$ cat src/rtl/vote_pkg.sv
// vote_pkg: shared types and constants for the four-member ballot controller.
//   vote_state_e   - controller FSM states (IDLE, COLLECT, DECIDE)
//   VOTE_N         - number of voting members
//   VOTE_REJECT/TIE/ACCEPT - one-hot result codes
//   vote_popcount  - number of set bits in a ballot
package vote_pkg;

  localparam int VOTE_N = 4;

  localparam logic [2:0] VOTE_REJECT = 3'b100;
  localparam logic [2:0] VOTE_TIE    = 3'b010;
  localparam logic [2:0] VOTE_ACCEPT = 3'b001;

  typedef enum logic [1:0] {
    VOTE_IDLE    = 2'd0,
    VOTE_COLLECT = 2'd1,
    VOTE_DECIDE  = 2'd2
  } vote_state_e;

  function automatic logic [2:0] vote_popcount(input logic [VOTE_N-1:0] b);
    logic [2:0] cnt;
    cnt = 3'd0;
    for (int i = 0; i < VOTE_N; i++) begin
      cnt = cnt + {2'b00, b[i]};
    end
    return cnt;
  endfunction

endpackage

$ cat src/rtl/vote_session_ctrl_if.sv
// vote_session_ctrl_if: member/host side signals of the ballot controller.
//   start, abort          - session control (host -> controller)
//   vote_valid, vote_val  - per-member vote strobe and value
//   vote_ack              - per-member registered acknowledge
//   busy, result_valid    - session status
//   result, missing       - published outcome
//   session_id            - count of published results
//   dbg_state             - current FSM state, for observation only
// Modports: master = host/members, slave = controller.
//
// Handshake: a member holds vote_valid[i] with vote_val[i] until it sees
// vote_ack[i]; the controller accepts only the first vote of a member per
// session and acks it exactly one cycle after acceptance. A valid held
// after the ack is ignored.
interface vote_session_ctrl_if;
  import vote_pkg::*;

  logic                start;
  logic                abort;
  logic [VOTE_N-1:0]   vote_valid;
  logic [VOTE_N-1:0]   vote_val;
  logic [VOTE_N-1:0]   vote_ack;
  logic                busy;
  logic                result_valid;
  logic [2:0]          result;
  logic [VOTE_N-1:0]   missing;
  logic [7:0]          session_id;
  vote_state_e         dbg_state;

  modport master (
    output start, abort, vote_valid, vote_val,
    input  vote_ack, busy, result_valid, result, missing, session_id, dbg_state
  );

  modport slave (
    input  start, abort, vote_valid, vote_val,
    output vote_ack, busy, result_valid, result, missing, session_id, dbg_state
  );

endinterface

$ cat src/rtl/vote_classifier.sv
// vote_classifier: combinational mapping of the effective ballot (yes votes
// of members that actually voted) to a one-hot result.
//   ballot_i [3:0] - effective ballot, bit i = member i voted yes
//   result_o [2:0] - VOTE_REJECT (0-1 yes), VOTE_TIE (2 yes), VOTE_ACCEPT (3-4 yes)
// Option: VOTE_TIE_BREAK_EN resolves a two-yes ballot by member 0 (chair):
// chair yes -> accept, otherwise reject.
module vote_classifier
  import vote_pkg::*;
(
  input  logic [VOTE_N-1:0] ballot_i,
  output logic [2:0]        result_o
);

  logic [2:0] yes_cnt;

  always_comb begin
    yes_cnt  = vote_popcount(ballot_i);
    result_o = VOTE_REJECT;
    if (yes_cnt >= 3'd3) begin
      result_o = VOTE_ACCEPT;
    end else if (yes_cnt == 3'd2) begin
`ifdef VOTE_TIE_BREAK_EN
      result_o = ballot_i[0] ? VOTE_ACCEPT : VOTE_REJECT;
`else
      result_o = VOTE_TIE;
`endif
    end
  end

endmodule

$ cat src/rtl/vote_session_ctrl.sv
// vote_session_ctrl: framed, time-bounded voting session for four members.
//   clk, rst_n - clock (rising edge), asynchronous active-low reset
//   bus        - vote_session_ctrl_if.slave (start/abort, votes, acks, result)
// Parameter TIMEOUT_CYCLES (>=1): maximum COLLECT cycles per session.
// Option macro VOTE_TIE_BREAK_EN (see vote_classifier).
//
// IDLE --start--> COLLECT --all voted / timeout--> DECIDE --> IDLE
// COLLECT --abort--> IDLE (ballot discarded, nothing published)
module vote_session_ctrl
  import vote_pkg::*;
#(
  parameter int TIMEOUT_CYCLES = 16
) (
  input  logic                clk,
  input  logic                rst_n,
  vote_session_ctrl_if.slave  bus
);

  localparam int TW = $clog2(TIMEOUT_CYCLES + 1);
  localparam logic [TW-1:0] TIMER_LAST = TW'(TIMEOUT_CYCLES - 1);

  vote_state_e        state_q, state_d;
  logic [VOTE_N-1:0]  voted_q, voted_d;
  logic [VOTE_N-1:0]  ballot_q, ballot_d;
  logic [TW-1:0]      timer_q, timer_d;
  logic [VOTE_N-1:0]  ack_q, ack_d;
  logic [2:0]         result_q, result_d;
  logic [VOTE_N-1:0]  missing_q, missing_d;
  logic [7:0]         sid_q, sid_d;
  logic               rvalid_q, rvalid_d;

  logic [VOTE_N-1:0]  accept;
  logic [2:0]         cls_result;

  // Absent members count as no: only voted members contribute.
  vote_classifier u_classifier (
    .ballot_i (ballot_q & voted_q),
    .result_o (cls_result)
  );

  always_ff @(posedge clk or negedge rst_n) begin
    if (!rst_n) begin
      state_q   <= VOTE_IDLE;
      voted_q   <= '0;
      ballot_q  <= '0;
      timer_q   <= '0;
      ack_q     <= '0;
      result_q  <= 3'b000;
      missing_q <= '0;
      sid_q     <= 8'd0;
      rvalid_q  <= 1'b0;
    end else begin
      state_q   <= state_d;
      voted_q   <= voted_d;
      ballot_q  <= ballot_d;
      timer_q   <= timer_d;
      ack_q     <= ack_d;
      result_q  <= result_d;
      missing_q <= missing_d;
      sid_q     <= sid_d;
      rvalid_q  <= rvalid_d;
    end
  end

  always_comb begin
    state_d   = state_q;
    voted_d   = voted_q;
    ballot_d  = ballot_q;
    timer_d   = timer_q;
    ack_d     = '0;
    result_d  = result_q;
    missing_d = missing_q;
    sid_d     = sid_q;
    rvalid_d  = 1'b0;
    // First vote per member only; repeats are dropped without ack.
    accept    = bus.vote_valid & ~voted_q;

    case (state_q)
      VOTE_IDLE: begin
        if (bus.start) begin
          state_d  = VOTE_COLLECT;
          voted_d  = '0;
          ballot_d = '0;
          timer_d  = '0;
        end
      end

      VOTE_COLLECT: begin
        if (bus.abort) begin
          // Abort beats votes and completion; acks of this cycle are dropped.
          state_d  = VOTE_IDLE;
          voted_d  = '0;
          ballot_d = '0;
          timer_d  = '0;
        end else begin
          voted_d  = voted_q | accept;
          ballot_d = (ballot_q & ~accept) | (bus.vote_val & accept);
          ack_d    = accept;
          // Completion and timeout both lead to DECIDE, so their
          // relative priority is moot for the next state.
          if (((voted_q | accept) == {VOTE_N{1'b1}}) || (timer_q == TIMER_LAST)) begin
            state_d = VOTE_DECIDE;
          end else begin
            timer_d = timer_q + TW'(1);
          end
        end
      end

      VOTE_DECIDE: begin
        state_d   = VOTE_IDLE;
        result_d  = cls_result;
        missing_d = ~voted_q;
        sid_d     = sid_q + 8'd1;
        rvalid_d  = 1'b1;
      end

      default: begin
        state_d = VOTE_IDLE;
      end
    endcase
  end

  assign bus.vote_ack     = ack_q;
  assign bus.busy         = (state_q == VOTE_COLLECT) || (state_q == VOTE_DECIDE);
  assign bus.result_valid = rvalid_q;
  assign bus.result       = result_q;
  assign bus.missing      = missing_q;
  assign bus.session_id   = sid_q;
  assign bus.dbg_state    = state_q;

endmodule

$ cat src/flat_wrapper.sv
// flat-port wrapper written by rule: the top's interface ports become plain ports
module vote_session_ctrl_flat import vote_pkg::*;
#(
  parameter int TIMEOUT_CYCLES = 16
)
  (clk, rst_n, bus_start, bus_abort, bus_vote_valid, bus_vote_val, bus_vote_ack, bus_busy, bus_result_valid, bus_result, bus_missing, bus_session_id, bus_dbg_state);
  vote_session_ctrl_if bus_i ();
  input  logic clk;
  input  logic rst_n;
  input wire logic [$bits(bus_i.start)-1:0] bus_start;
  input wire logic [$bits(bus_i.abort)-1:0] bus_abort;
  input wire logic [$bits(bus_i.vote_valid)-1:0] bus_vote_valid;
  input wire logic [$bits(bus_i.vote_val)-1:0] bus_vote_val;
  output wire logic [$bits(bus_i.vote_ack)-1:0] bus_vote_ack;
  output wire logic [$bits(bus_i.busy)-1:0] bus_busy;
  output wire logic [$bits(bus_i.result_valid)-1:0] bus_result_valid;
  output wire logic [$bits(bus_i.result)-1:0] bus_result;
  output wire logic [$bits(bus_i.missing)-1:0] bus_missing;
  output wire logic [$bits(bus_i.session_id)-1:0] bus_session_id;
  output wire logic [$bits(bus_i.dbg_state)-1:0] bus_dbg_state;
  assign bus_i.start = bus_start;
  assign bus_i.abort = bus_abort;
  assign bus_i.vote_valid = bus_vote_valid;
  assign bus_i.vote_val = bus_vote_val;
  assign bus_vote_ack = bus_i.vote_ack;
  assign bus_busy = bus_i.busy;
  assign bus_result_valid = bus_i.result_valid;
  assign bus_result = bus_i.result;
  assign bus_missing = bus_i.missing;
  assign bus_session_id = bus_i.session_id;
  assign bus_dbg_state = bus_i.dbg_state;
  vote_session_ctrl #(.TIMEOUT_CYCLES(TIMEOUT_CYCLES)) u_core (.clk(clk), .rst_n(rst_n), .bus(bus_i));
endmodule
$ cat config.mk
export PLATFORM = sky130hd
export DESIGN_NAME = vote_session_ctrl_flat
export DESIGN_NICKNAME = d
export VERILOG_FILES = /design/src/rtl/vote_pkg.sv /design/src/rtl/vote_session_ctrl_if.sv /design/src/rtl/vote_classifier.sv /design/src/rtl/vote_session_ctrl.sv /design/src/flat_wrapper.sv
export SDC_FILE = /design/constraint.sdc
export NUM_CORES = 1
export LEC_CHECK = 0
export ABC_AREA = 1
export CAP_MARGIN = 40
export CORE_MARGIN = 3
export CORE_UTILIZATION = 46
export DETAILED_ROUTE_END_ITERATION = 8
export PLACE_DENSITY = 0.75
export SYNTH_ARGS = -nofsm -noshare
export SYNTH_HDL_FRONTEND = slang
export SYNTH_SLANG_ARGS = --single-unit
$ cat constraint.sdc
create_clock -name clk -period 1.9 [get_ports clk]
set_input_delay 0.38 -clock clk [delete_from_list [all_inputs] [get_ports clk]]
set_output_delay 0.38 -clock clk [all_outputs]
set_load 0.05 [all_outputs]
-- Word-level counts from Yosys, hierarchy flattened
Index checks and enable logic that the tools add are counted.
- order comparisons: 1
- shift-type cells: 0
- equal/unequal tests: 8
- divide/modulo/power cells: 0
- bitwise logic cells: 8
- reduce and logical (&&, ||, !) cells: 7
- multiplexer cells: 18
- multipliers: 0
- $add $sub $neg: 5
- operators with widths (operator ; count):
    $mux 4 ; 5
    $and 4x4->4 ; 4
    $pmux 4 s2 ; 2
    $mux 5 ; 3
    $pmux 5 s2 ; 1
    $add 8x1->8 const B ; 1
    $not 4->4 ; 2
    $or 4x4->4 ; 2
    $mux 2 ; 3
    $mux 3 ; 2
    $add 5x1->5 const B ; 1
    $eq 5x4->1 const B ; 1
    $eq 4x4->1 const B ; 1
    $pmux 2 s2 ; 1
    $reduce_and 2->1 ; 2
    $add 2x1->3 ; 1
    $add 3x1->3 ; 1
    $eq 3x2->1 const B ; 1
    $ge 3x2->1 const B ; 1
    $ne 3x2->1 const B ; 1
    $ne 3x3->1 const B ; 1
    $reduce_and 3->1 ; 1
    $add 1x1->2 ; 1
    $eq 2x1->1 const B ; 1
    other kinds (6) ; 7
- word-level logic and storage cells: 56
- register bits: 35
- memories: 0
- output and inout port bits: 23
- ROM bits: 0
- latch bits: 0
- RAM bits: 0
- bits of input ports: 12

-- Depth between registers and ports, before layout
Gate-level depths: netlist of run 1.
- word-level depth: 8
- depth in mapped cells: 10
- gate-level depth less buffers: 10

-- Hierarchy
A second synthesis of run 1 with hierarchy kept.
- cell total of the unflattened synthesis: 201
- area total of the unflattened synthesis: 1793.0 um^2
- by module, submodules not included (module ; area each (um^2) ; cells an instance ; instances ; seq. area each (um^2)):
    vote_session_ctrl ; 1702.9 ; 189 ; 1 ; 875.8
    vote_classifier ; 90.1 ; 12 ; 1 ; 0.0

-- Worst setup path before layout of run 1
OpenSTA, ideal clock, no wires.
- path type: register to register
- from: register u_core.voted_q[0]
- to: register u_core.result_q[1], in the netlist u_core.bus.result[1]
- slack: 0.096 ns
- required time: 1.778 ns
- buffers on the path: 0
- library setup time: 0.122 ns
- arrival time: 1.682 ns
- clock period less this slack: 1.804 ns
- stages on the path, launching flop included: 7
- path through: dfrtp_1 -> nand2_1 -> inv_1 -> fa_1 -> ha_1 -> ha_1 -> a32o_1
- longest elaborated chain between the ends: 7
- elaborated cells on any way between the ends: 8
- those cells by class: add/sub (3); order compare (1); eq/ne (1); mux (2); bitwise (1)
- ends and longest elaborated chain (item ; RTL line ; source):
    start, declared ; vote_session_ctrl.sv:23 ; logic [VOTE_N-1:0] voted_q, voted_d;
    start signal, assigned ; vote_session_ctrl.sv:54 ; voted_q <= voted_d;
    $and 4x4->4 (*) ; vote_session_ctrl.sv:37 ; .ballot_i (ballot_q & voted_q),
    $add 1x1->2 (*) ; vote_pkg.sv:24 ; cnt = cnt + {2'b00, b[i]};
    $add 2x1->3 (*) ; vote_pkg.sv:24 ;
    $add 3x1->3 (*) ; vote_pkg.sv:24 ;
    branches (longest 2 deep; another with $ge 3x2->1) ; n/a ;
    $mux 3 (*) ; vote_classifier.sv:19 ; if (yes_cnt >= 3'd3) begin
    end signal, assigned ; vote_session_ctrl.sv:58 ; result_q <= result_d;
    end, declared ; vote_session_ctrl.sv:27 ; logic [2:0] result_q, result_d;
Every way passes the cells marked *.
A chain may end at the register's enable or synchronous reset.

-- Worst setup path in the final report of run 1
- from: register u_core.result_q[1], in the netlist u_core.bus.result[1]
- to: output bus_result[1]
- RTL lines (item ; RTL line ; source):
    end, declared ; flat_wrapper.sv:17 ; output wire logic [$bits(bus_i.result)-1:0] bus_result;
No word-level cell between the ends.

==> results of run 1 <==
## worst min-delay path, stage by stage (launching register included)
cell and delay, ps:
dfrtp_1 340, nand2_1 50, nand2_1 40
## final timing paths
check | from | to | slack, ps | cells past startpoint
setup / recovery | u_core.bus.result[1] | bus_result[1] | 60 | 1
hold / removal | u_core.bus.result[2] | u_core.bus.result[2] | 470 | 2
setup reg to reg | u_core.ballot_q[0] | u_core.bus.result[1] | 80 | 6
hold reg to reg | u_core.bus.result[2] | u_core.bus.result[2] | 470 | 2
max in group asynchronous | rst_n | u_core.bus.session_id[5] | 1080 | 2
min in group asynchronous | rst_n | u_core.bus.session_id[0] | 500 | 2
## metal layers
metal	vias up	wire length [um]	GRT usage, %
met4	0	44	5.32
met1	651	1560	21.6
li1	690	-	-
met3	5	183	4.83
met2	29	1540	24.7
met5	-	0	0
## cell usage after synthesis (all sizes together)
master and instances:
dfrtp 35, o31ai 4, nor3b 2, nand2 53
fa 1, ha 9, a21oi 5, nor2 24
nand4 2, xor2 5, buf 2, o21ai 5
a32o 1, inv 26, nor3 2, xnor2 1
nand3 10, o21bai 4
## placed cells by master, fill, tap and decap left out, types with 2 or more instances in the layout
cell	n
nor3_1	2
nand2_2	2
clkbuf_8	7
o21ai_0	4
nand2_4	2
buf_4	14
o21bai_1	4
xor2_1	5
dfrtp_1	35
o31ai_1	4
a21oi_1	5
ha_1	7
nand3_1	10
nand2_1	49
nor2_1	21
clkdlybuf4s50_1	23
inv_1	24
## state kept, by name (all words and copies together), names as in the netlist
name and count:
u_core.bus.result_valid 1, u_core.timer_q 5, u_core.bus.missing 4, u_core.bus.dbg_state 2
u_core.bus.result 3, u_core.ballot_q 4, u_core.bus.vote_ack 4, u_core.voted_q 4
u_core.bus.session_id 8
## cell type report
| cell class | instances | area share (%) |
|---|---|---|
| Sequential cell | 35 | 38.4 |
| Timing Repair Buffer | 39 | 16.1 |
| Multi-Input combinational cell | 128 | 34.0 |
| Clock buffer | 8 | 4.39 |
| Inverter | 26 | 4.50 |
| Tap cell | 46 | 2.53 |
## cells by family (layout without fill, tap and decap cells)
family                   Yosys count  count (layout)  synth area share, %
AO/OA/AOI/OAI                     19              19                 7.49
XOR/XNOR                           6               6                 3.00
adder cells (fa/ha/maj)           10              10                 7.56
buffers and inverters             28              73                 6.78
flip-flops                        35              35                 49.9
AND/OR/NAND/NOR                   93              93                 25.3
## stage by stage
stage	instance area (sq um)	cells
5_1_grt	2280	282
2_1_floorplan	1750	191
3_3_place_gp	2150	273
4_1_cts	2250	281
6_report	2280	282
3_5_place_dp	2150	273
## timing repair
item | CTS | global route
buffers inserted | 0 | 1
setup endpoints to repair | 0 | 3
gates resized for setup | 0 | 3
## power by group through the flow
| stage | clock (mW) | sequential (mW) | combinational (mW) |
|---|---|---|---|
| 6_report | 0.579 | 1.09 | 1.57 |
| 5_1_grt | 0.621 | 1.12 | 1.70 |
| 4_1_cts | 0.602 | 1.09 | 1.57 |
| 3_5_place_dp | 0 | 1.10 | 1.56 |
| 3_3_place_gp | 0 | 1.09 | 1.54 |
| 2_1_floorplan | 0 | 1.49 | 0.676 |
==> flow_summary.json, run 1 <==
{
  "status": "complete, no violations",
  "clk_pin_slew_ps": 70,
  "cts_made_buffers": 5,
  "seqPwrFrac_pct": 33.6,
  "syn-cell-area_sq_um": 1750,
  "grt_first_pass_wirelength_mm": 5.48,
  "total_power_mw": 3.23,
  "hp-class": "reg -> reg",
  "drv_cap": 0,
  "start_util_pct": 50.2,
  "drt_iter0_drc": 80,
  "grt_usage_pct": 16.1,
  "ys_seq_area_share_pct": 49.9,
  "area_delta_synth_final_pct": 29.9,
  "tritoncts": "built",
  "p_int_mw": 1.80,
  "syn-num-nets": 213,
  "clock.fmax_ghz": 0.544,
  "grt-ovfl-total": 0,
  "multi_input_area_sq_um": 774,
  "cts_buffer_depth": 2,
  "wirelength_mm": 3.32,
  "ant_nets": 0,
  "ir_drop_uv": 1180,
  "drv_slew": 0,
  "postSynthCellCount": 191,
  "fp.dieArea_sq_um": 4590,
  "crit_chain": "clkdlybuf4s50_1",
  "critPathMaxStageDelay_ps": 810,
  "clkPwrFrac_pct": 17.9,
  "place.gp.congestion": 0.862,
  "grt_max_degree": 36,
  "synth_area_leaders": "dfrtp_1 50%, nand2_1 10%, ha_1 6.4%, inv_1 5.1%, nor2_1 4.5%",
  "slowest_stage": "clkdlybuf4s50_1",
  "hold_ws_ps": 468,
  "p_per_area_nw_per_um2": 1420,
  "avgViaCountPerCell": 4.88,
  "cp-end-kind": "primary output",
  "max_slew.worst_pin.slew_ps": 499,
  "fin_crit_sh_pct": 96.7,
  "htreeDepth": 2,
  "utilization_pct": 65.2,
  "fp.dieH_um": 67.8,
  "critPathKind": "reg -> out",
  "cts_hold_buf": 0,
  "io_pins": 35,
  "drive_gt1_share_pct": 15.3,
  "setup_viol": 0,
  "numPortBuffers": 34,
  "place_ws_ps": 15.5,
  "detail_route.wl_per_cell_um": 11.8,
  "yosys_warnings": 0,
  "clock_sinks": 35,
  "fin_nets": 257,
  "n_antenna_cell": 0,
  "synth.distinct_cells": 29,
  "clk_latency_ps": 280,
  "yosysTopAreaCellShare_pct": 49.9,
  "cp-start-kind": "flip-flop",
  "cp.arrival_ps": 1460,
  "core_sq_um": 3490,
  "vias": 1375,
  "finalWorstSetupSlack_ps": 62.3,
  "skew_ps": 2.80,
  "tns_ps": 0,
  "comb_power_share_pct": 48.5,
  "cts-root-buf": "clkbuf_8",
  "antenna_found_initial": 0,
  "min_period_ps": 1840,
  "post_synth.cell_area_avg_sq_um": 9.18,
  "leakage_nw": 1.19,
  "relSlewSlack_pct": 66.7,
  "dp_hpwl_mm": 2.46,
  "fill_cells": 282,
  "dr.pass1.iters": 4,
  "die_x_um": 67.8,
  "grt_pass1_vias": 1231,
  "ys_ff_latch": 35,
  "cp_top_family": "buffers and inverters",
  "p_switching_mw": 1.43,
  "path_buf_inv": 1,
  "row_count": 21,
  "drc": 0,
  "rsz0062_at_grt": "false",
  "final_hold_viol_count": 0,
  "switching_share_pct": 44.2,
  "cp.required_ps": 1520,
  "regArea_sq_um": 876,
  "path_max_fanout": 2,
  "yosys.area.top_type": "dfrtp_1"
}
(Power assumes the default switching activity.)
==> inputs of run 2 (changes only) <==
--- a/config.mk
+++ b/config.mk
@@ -7,10 +7,12 @@
 export LEC_CHECK = 0
 export ABC_AREA = 1
 export CAP_MARGIN = 40
-export CORE_MARGIN = 3
+export CORE_MARGIN = 4
 export CORE_UTILIZATION = 46
 export DETAILED_ROUTE_END_ITERATION = 8
+export HOLD_SLACK_MARGIN = 0.15
 export PLACE_DENSITY = 0.75
+export SKIP_LAST_GASP = 1
 export SYNTH_ARGS = -nofsm -noshare
 export SYNTH_HDL_FRONTEND = slang
 export SYNTH_SLANG_ARGS = --single-unit
==> run 2 against run 1 <==
Core utilization is 3.7 points lower. Sequential share of layout area is 0.47 points higher. Total power is 1.7% lower. Cell count stayed put. Critical path type unchanged. Critical endpoint is now bus_missing[2]. Largest cell class unchanged.
==> flow_summary.json, run 2 (same netlist as run 1, synthesis figures left out) <==
{
  "status": "complete, no violations",
  "dr.pass1.iters": 4,
  "crit_chain": "clkdlybuf4s50_1",
  "leakage_nw": 1.16,
  "cp_top_family": "buffers and inverters",
  "min_from": "u_core.timer_q[4]",
  "clock_sinks": 35,
  "cp.arrival_ps": 1450,
  "start_util_pct": 47.9,
  "fp.dieArea_sq_um": 4870,
  "cp.required_ps": 1520,
  "reg2reg_depth": 6,
  "die_x_um": 69.8,
  "hold-path-cell-count": 2,
  "path_buf_inv": 1,
  "fp.dieH_um": 69.8,
  "cts_hold_buf": 0,
  "dp_hpwl_mm": 2.41,
  "htreeDepth": 2,
  "largest_register_ffs": 8,
  "drt_iter0_drc": 60,
  "reg2reg_from": "u_core.ballot_q[0]",
  "final_cell_area_sq_um": 2250,
  "grt_first_pass_wirelength_mm": 5.66,
  "drv_slew": 0,
  "r2r_end": "u_core.bus.result[1]",
  "core_sq_um": 3660,
  "regArea_sq_um": 876,
  "layout_commonest_cell": "nand2_1",
  "detail_route.wl_per_cell_um": 11.6,
  "io_pins": 35,
  "grt_usage_pct": 14.7,
  "path_max_fanout": 2,
  "multi_input_area_sq_um": 774,
  "cts_buffer_depth": 2,
  "drc": 0,
  "rrSetupSlack_ps": 110,
  "setup_viol": 0,
  "fin_crit_sh_pct": 96.5,
  "p_per_area_nw_per_um2": 1410,
  "ant_nets": 0,
  "drive_gt1_share_pct": 16.2,
  "critPathMaxStageDelay_ps": 810,
  "cp-start-kind": "flip-flop",
  "cp-end-kind": "primary output",
  "slowest_stage": "clkdlybuf4s50_1",
  "clk_pin_slew_ps": 70,
  "placed_area_sq_um": 2140,
  "grt-ovfl-total": 0,
  "critPathKind": "reg -> out",
  "path_depth": 1,
  "antenna_found_initial": 0,
  "hp-class": "reg -> reg",
  "vias": 1333,
  "tns_ps": 0,
  "fill_cells": 328,
  "skew_ps": 3.89,
  "clk_latency_ps": 280,
  "numPortBuffers": 34,
  "layout_common_cells": "49 x nand2_1, 35 x dfrtp_1, 24 x inv_1",
  "fin_nets": 256,
  "min_period_ps": 1830,
  "drv_cap": 0,
  "tritoncts": "built",
  "grt_pass1_vias": 1315,
  "n_antenna_cell": 0,
  "final_hold_viol_count": 0,
  "max_slew.worst_pin.slew_ps": 503,
  "hold_end": "u_core.timer_q[4]",
  "grt_max_degree": 36,
  "avgViaCountPerCell": 4.73,
  "area_delta_synth_final_pct": 28.3,
  "ir_drop_uv": 935,
  "clock.fmax_ghz": 0.546,
  "place.gp.congestion": 0.805,
  "row_count": 22,
  "cts_made_buffers": 5,
  "cts-root-buf": "clkbuf_8",
  "relSlewSlack_pct": 66.4,
  "total_power_mw": 3.18,
  "rsz0062_at_grt": "false",
  "wirelength_mm": 3.27
}
[run 2: cell types whose count changed in the layout (fill, tap and decap cells not counted), sizes merged]
| cell | before | now |
|---|---|---|
| dlymetal6s2s | 1 | 0 |
| clkdlybuf4s50 | 23 | 21 |
| clkbuf | 8 | 6 |
| buf | 15 | 17 |
| clkinv | 0 | 1 |
[run 2: area by class of cell]
| class | instances | share of cell area (%) |
|---|---|---|
| clock inverter | 1 | 0.222 |
| tap | 48 | 2.67 |
| sequential | 35 | 38.9 |
| timing repair buffer | 38 | 15.6 |
| multi-input combinational | 128 | 34.4 |
| inverter | 26 | 4.56 |
| clock buffer | 6 | 3.67 |
[run 2: timing repair]
item | 4_1_cts | 5_1_grt
gates resized for setup | 0 | 2
buffers inserted | 0 | 1
setup endpoints to repair | 0 | 2
[run 2: routing by layer]
layer | vias up | wire [um] | part of all wire [%] | track usage, %
li1 | 689 | - | - | -
met1 | 609 | 1520 | 46 | 17.5
met2 | 29 | 1520 | 47 | 24.5
met3 | 6 | 171 | 5.2 | 4.93
met4 | 0 | 54 | 1.7 | 5.74
met5 | - | 0 | 0 | 0
[run 2: worst max-delay path by stage]
stage / start / end
4_1_cts: u_core.voted_q[3] / u_core.bus.result[1]
6_report: u_core.bus.missing[2] / bus_missing[2]
3_5_place_dp: u_core.voted_q[3] / u_core.bus.result[1]
5_1_grt: u_core.bus.result[0] / bus_result[0]
3_3_place_gp: u_core.ballot_q[0] / u_core.bus.result[1]
2_1_floorplan: u_core.voted_q[0] / u_core.bus.result[1]
[run 2: through the flow]
step / setup WS [ps] / hold slack, ps / utilization, % / std cells
2_1_floorplan: 96.1 / 84.4 / - / 191
3_3_place_gp: 80.7 / 456 / 58.5 / 274
3_5_place_dp: 48.4 / 459 / 58.5 / 274
4_1_cts: 34.5 / 476 / 60.9 / 281
5_1_grt: 12.8 / 510 / 61.5 / 282
6_report: 66.9 / 481 / 61.5 / 282
[run 2: worst min-delay path: cells and delay by family (launching register included)]
| family | cells | cell delay (ps) |
|---|---|---|
| flops | 1 | 350 |
| simple gates | 2 | 110 |
[run 2: where the power goes]
part,total [mW],internal [mW],switching (mW)
registers,1.09,0.939,0.148
clock network,0.529,0.284,0.245
logic,1.56,0.529,1.03
total,3.18,1.75,1.43
==> inputs of run 3 (changes only) <==
--- a/config.mk
+++ b/config.mk
@@ -5,10 +5,9 @@
 export SDC_FILE = /design/constraint.sdc
 export NUM_CORES = 1
 export LEC_CHECK = 0
-export ABC_AREA = 1
 export CAP_MARGIN = 40
 export CORE_MARGIN = 4
-export CORE_UTILIZATION = 46
+export CORE_UTILIZATION = 45
 export DETAILED_ROUTE_END_ITERATION = 8
 export HOLD_SLACK_MARGIN = 0.15
 export PLACE_DENSITY = 0.75
==> run 3 against run 2 <==
The flow now finishes with violations (negative setup slack). Total power grew 6.9%. Sequential share of layout area shrank 0.39 points. Flip-flop and latch count did not move. Synthesized cell count decreased by 26%. First-iteration DRC count decreased by 15%. Die area decreased by 3.2%. Register-to-register slack lost 180 ps. Combinational power increased by 12%. Final area is 1.0% higher. Clock skew up 2.8 ps. Critical endpoint is now u_core.bus.result[1]. Highest routed layer unchanged.
==> flow_summary.json, run 3 <==
{
  "reg2reg_depth": 6,
  "numPortBuffers": 34,
  "clock_sinks": 35,
  "muxShareOfSynthArea_pct": 6.66,
  "fp.dieH_um": 68.6,
  "fin_crit_sh_pct": 104,
  "row_count": 21,
  "status": "finished, violations left",
  "synth.most_common_cell": "dfrtp_1",
  "cts-root-buf": "clkbuf_8",
  "fin_nets": 219,
  "drv_slew": 0,
  "path_max_fanout": 2,
  "critPathMaxStageDelay_ps": 520,
  "drv_cap": 0,
  "n_antenna_cell": 0,
  "synth.distinct_cells": 38,
  "dp_hpwl_mm": 2.61,
  "rsz0062_at_grt": "true",
  "die_x_um": 68.6,
  "dr.pass1.iters": 4,
  "post_synth.cell_area_avg_sq_um": 11.6,
  "violations": "negative setup slack",
  "cts_made_buffers": 5,
  "p_int_mw": 1.96,
  "path_common_cell": "ha_4",
  "core_sq_um": 3440,
  "crit_chain": "and2_4 -> fa_1 -> ha_4 -> ha_4 -> nor3b_1 -> mux2_2",
  "ant_nets": 0,
  "place.gp.congestion": 0.787,
  "layout_commonest_cell": "dfrtp_1",
  "max_slew.worst_pin.slew_ps": 512,
  "fill_cells": 268,
  "grt_usage_pct": 16.9,
  "cp_top_family": "adder cells",
  "start_util_pct": 48.1,
  "seqPwrFrac_pct": 31.7,
  "cp-end-kind": "flip-flop",
  "synthAdderAreaFrac_pct": 8.02,
  "regArea_sq_um": 876,
  "postSynthCellCount": 142,
  "min_period_ps": 1970,
  "clk_latency_ps": 280,
  "relSlewSlack_pct": 65.8,
  "io_pins": 35,
  "hp-class": "reg -> reg",
  "wirelength_mm": 3.50,
  "synth_edf_count": 0,
  "drive_gt1_share_pct": 28.8,
  "final_hold_viol_count": 0,
  "grt_max_degree": 36,
  "final_cell_area_sq_um": 2270,
  "p_per_area_nw_per_um2": 1500,
  "yosys_warnings": 0,
  "clkPwrFrac_pct": 17.3,
  "path_depth": 6,
  "clock.fmax_ghz": 0.508,
  "clk_pin_slew_ps": 70,
  "vias": 1247,
  "fp.dieArea_sq_um": 4710,
  "synthXorXnorAreaFrac_pct": 3.71,
  "grt_pass1_vias": 1293,
  "grt-ovfl-total": 0,
  "placed_area_sq_um": 2090,
  "synthFlopType": "dfrtp_1",
  "avgViaCountPerCell": 5.11,
  "syn-cell-area_sq_um": 1650,
  "synth_area_leaders": "dfrtp_1 53%, ha_1 6.8%, mux2i_1 3.0%, mux2_2 2.7%, and2_1 2.6%",
  "cp.arrival_ps": 2130,
  "drc": 0,
  "synth-compound-area-share_pct": 12.3,
  "drt_iter0_drc": 51,
  "synth-simple-area-share_pct": 13.7,
  "ir_drop_uv": 1050,
  "yosys.area.top_type": "dfrtp_1",
  "comb_power_share_pct": 51.1,
  "ys_seq_area_share_pct": 53.0,
  "async_reset_ff_share_pct": 100,
  "leakage_nw": 1.09,
  "layout_common_cells": "35 x dfrtp_1, 31 x buf_4, 18 x clkdlybuf4s50_1",
  "cts_buffer_depth": 2,
  "p_switching_mw": 1.44,
  "skew_ps": 6.73,
  "critPathKind": "reg -> reg",
  "area_delta_synth_final_pct": 37.4,
  "finalWorstSetupSlack_ps": -68.4,
  "largest_register_ffs": 8,
  "path_buf_inv": 0,
  "synth_top_family_by_area": "simple AND/OR/NAND/NOR gates",
  "synth_common_cells": "35 x dfrtp_1, 11 x nor2_1, 9 x ha_1, 9 x inv_1, 8 x a21oi_1",
  "setup_viol": 1,
  "switching_share_pct": 42.3,
  "slowest_stage": "fa_1",
  "ys_ff_latch": 35,
  "cp-start-kind": "flip-flop",
  "syn-num-nets": 164,
  "detail_route.wl_per_cell_um": 14.4,
  "tritoncts": "built",
  "multi_input_area_sq_um": 773,
  "htreeDepth": 2,
  "antenna_found_initial": 0,
  "hold-path-cell-count": 1,
  "grt_first_pass_wirelength_mm": 5.80,
  "yosysTopAreaCellShare_pct": 53.0,
  "cp.required_ps": 2060,
  "tns_ps": -68.4
}
[run 3: timing repair]
item | CTS | global route
buffers inserted | 1 | 5
hold buffers | 0 | 0
pin swaps | 3 | 4
gates resized for setup | 2 | 4
setup endpoints to repair | 1 | 5
[run 3: final cells by class]
cell class                      count  area share, %
Multi-Input combinational cell     96           34.0
Sequential cell                    35           38.5
Tap cell                           46           2.53
Inverter                            9           1.49
Clock buffer                        8           4.40
Timing Repair Buffer               50           19.0
[run 3: cell families (layout without fill, tap and decap cells)]
logic type / count (synthesis) / count (layout)
buf+inv: 11 / 67
xor+xnor: 7 / 7
mux: 10 / 10
compound gates: 27 / 27
simple gates: 42 / 42
flops: 35 / 35
fa+ha+maj: 10 / 10
[run 3: stage by stage]
| stage | std cells | power (mW) | setup WS, ps | hold WS, ps | utilization [%] |
|---|---|---|---|---|---|
| after floorplan | 142 | 2.17 | -64.4 | 84.4 | - |
| after global placement | 230 | 2.73 | -48.1 | 461 | 60.9 |
| after detailed placement | 230 | 2.78 | -77.4 | 465 | 60.9 |
| after CTS | 239 | 3.38 | -71.3 | 478 | 64.4 |
| after global routing | 244 | 3.60 | -101 | 509 | 66.0 |
| final | 244 | 3.40 | -68.4 | 472 | 66.0 |
[run 3: power groups by stage]
stage	Clock [mW]	Combinational (mW)	Sequential, mW
2_1_floorplan	0	0.616	1.55
3_3_place_gp	0	1.65	1.08
3_5_place_dp	0	1.68	1.09
4_1_cts	0.597	1.71	1.08
5_1_grt	0.629	1.86	1.10
6_report	0.588	1.74	1.08
[run 3: final timing paths]
kind	start	to	slack, ps
worst min register to register	u_core.bus.session_id[7]	u_core.bus.session_id[7]	470
worst max-delay path	u_core.voted_q[0]	u_core.bus.result[1]	-70
worst max register to register	u_core.voted_q[0]	u_core.bus.result[1]	-70
min in group asynchronous	rst_n	u_core.bus.vote_ack[0]	500
max in group asynchronous	rst_n	u_core.ballot_q[1]	1090
worst min-delay path	u_core.bus.session_id[7]	u_core.bus.session_id[7]	470
[run 3: per-layer routing]
metal	up-vias	track usage, %	wire length (um)
met4	0	7.44	17
met2	32	28.1	1850
li1	606	-	-
met1	607	20.8	1450
met5	-	0	0
met3	2	3.89	188
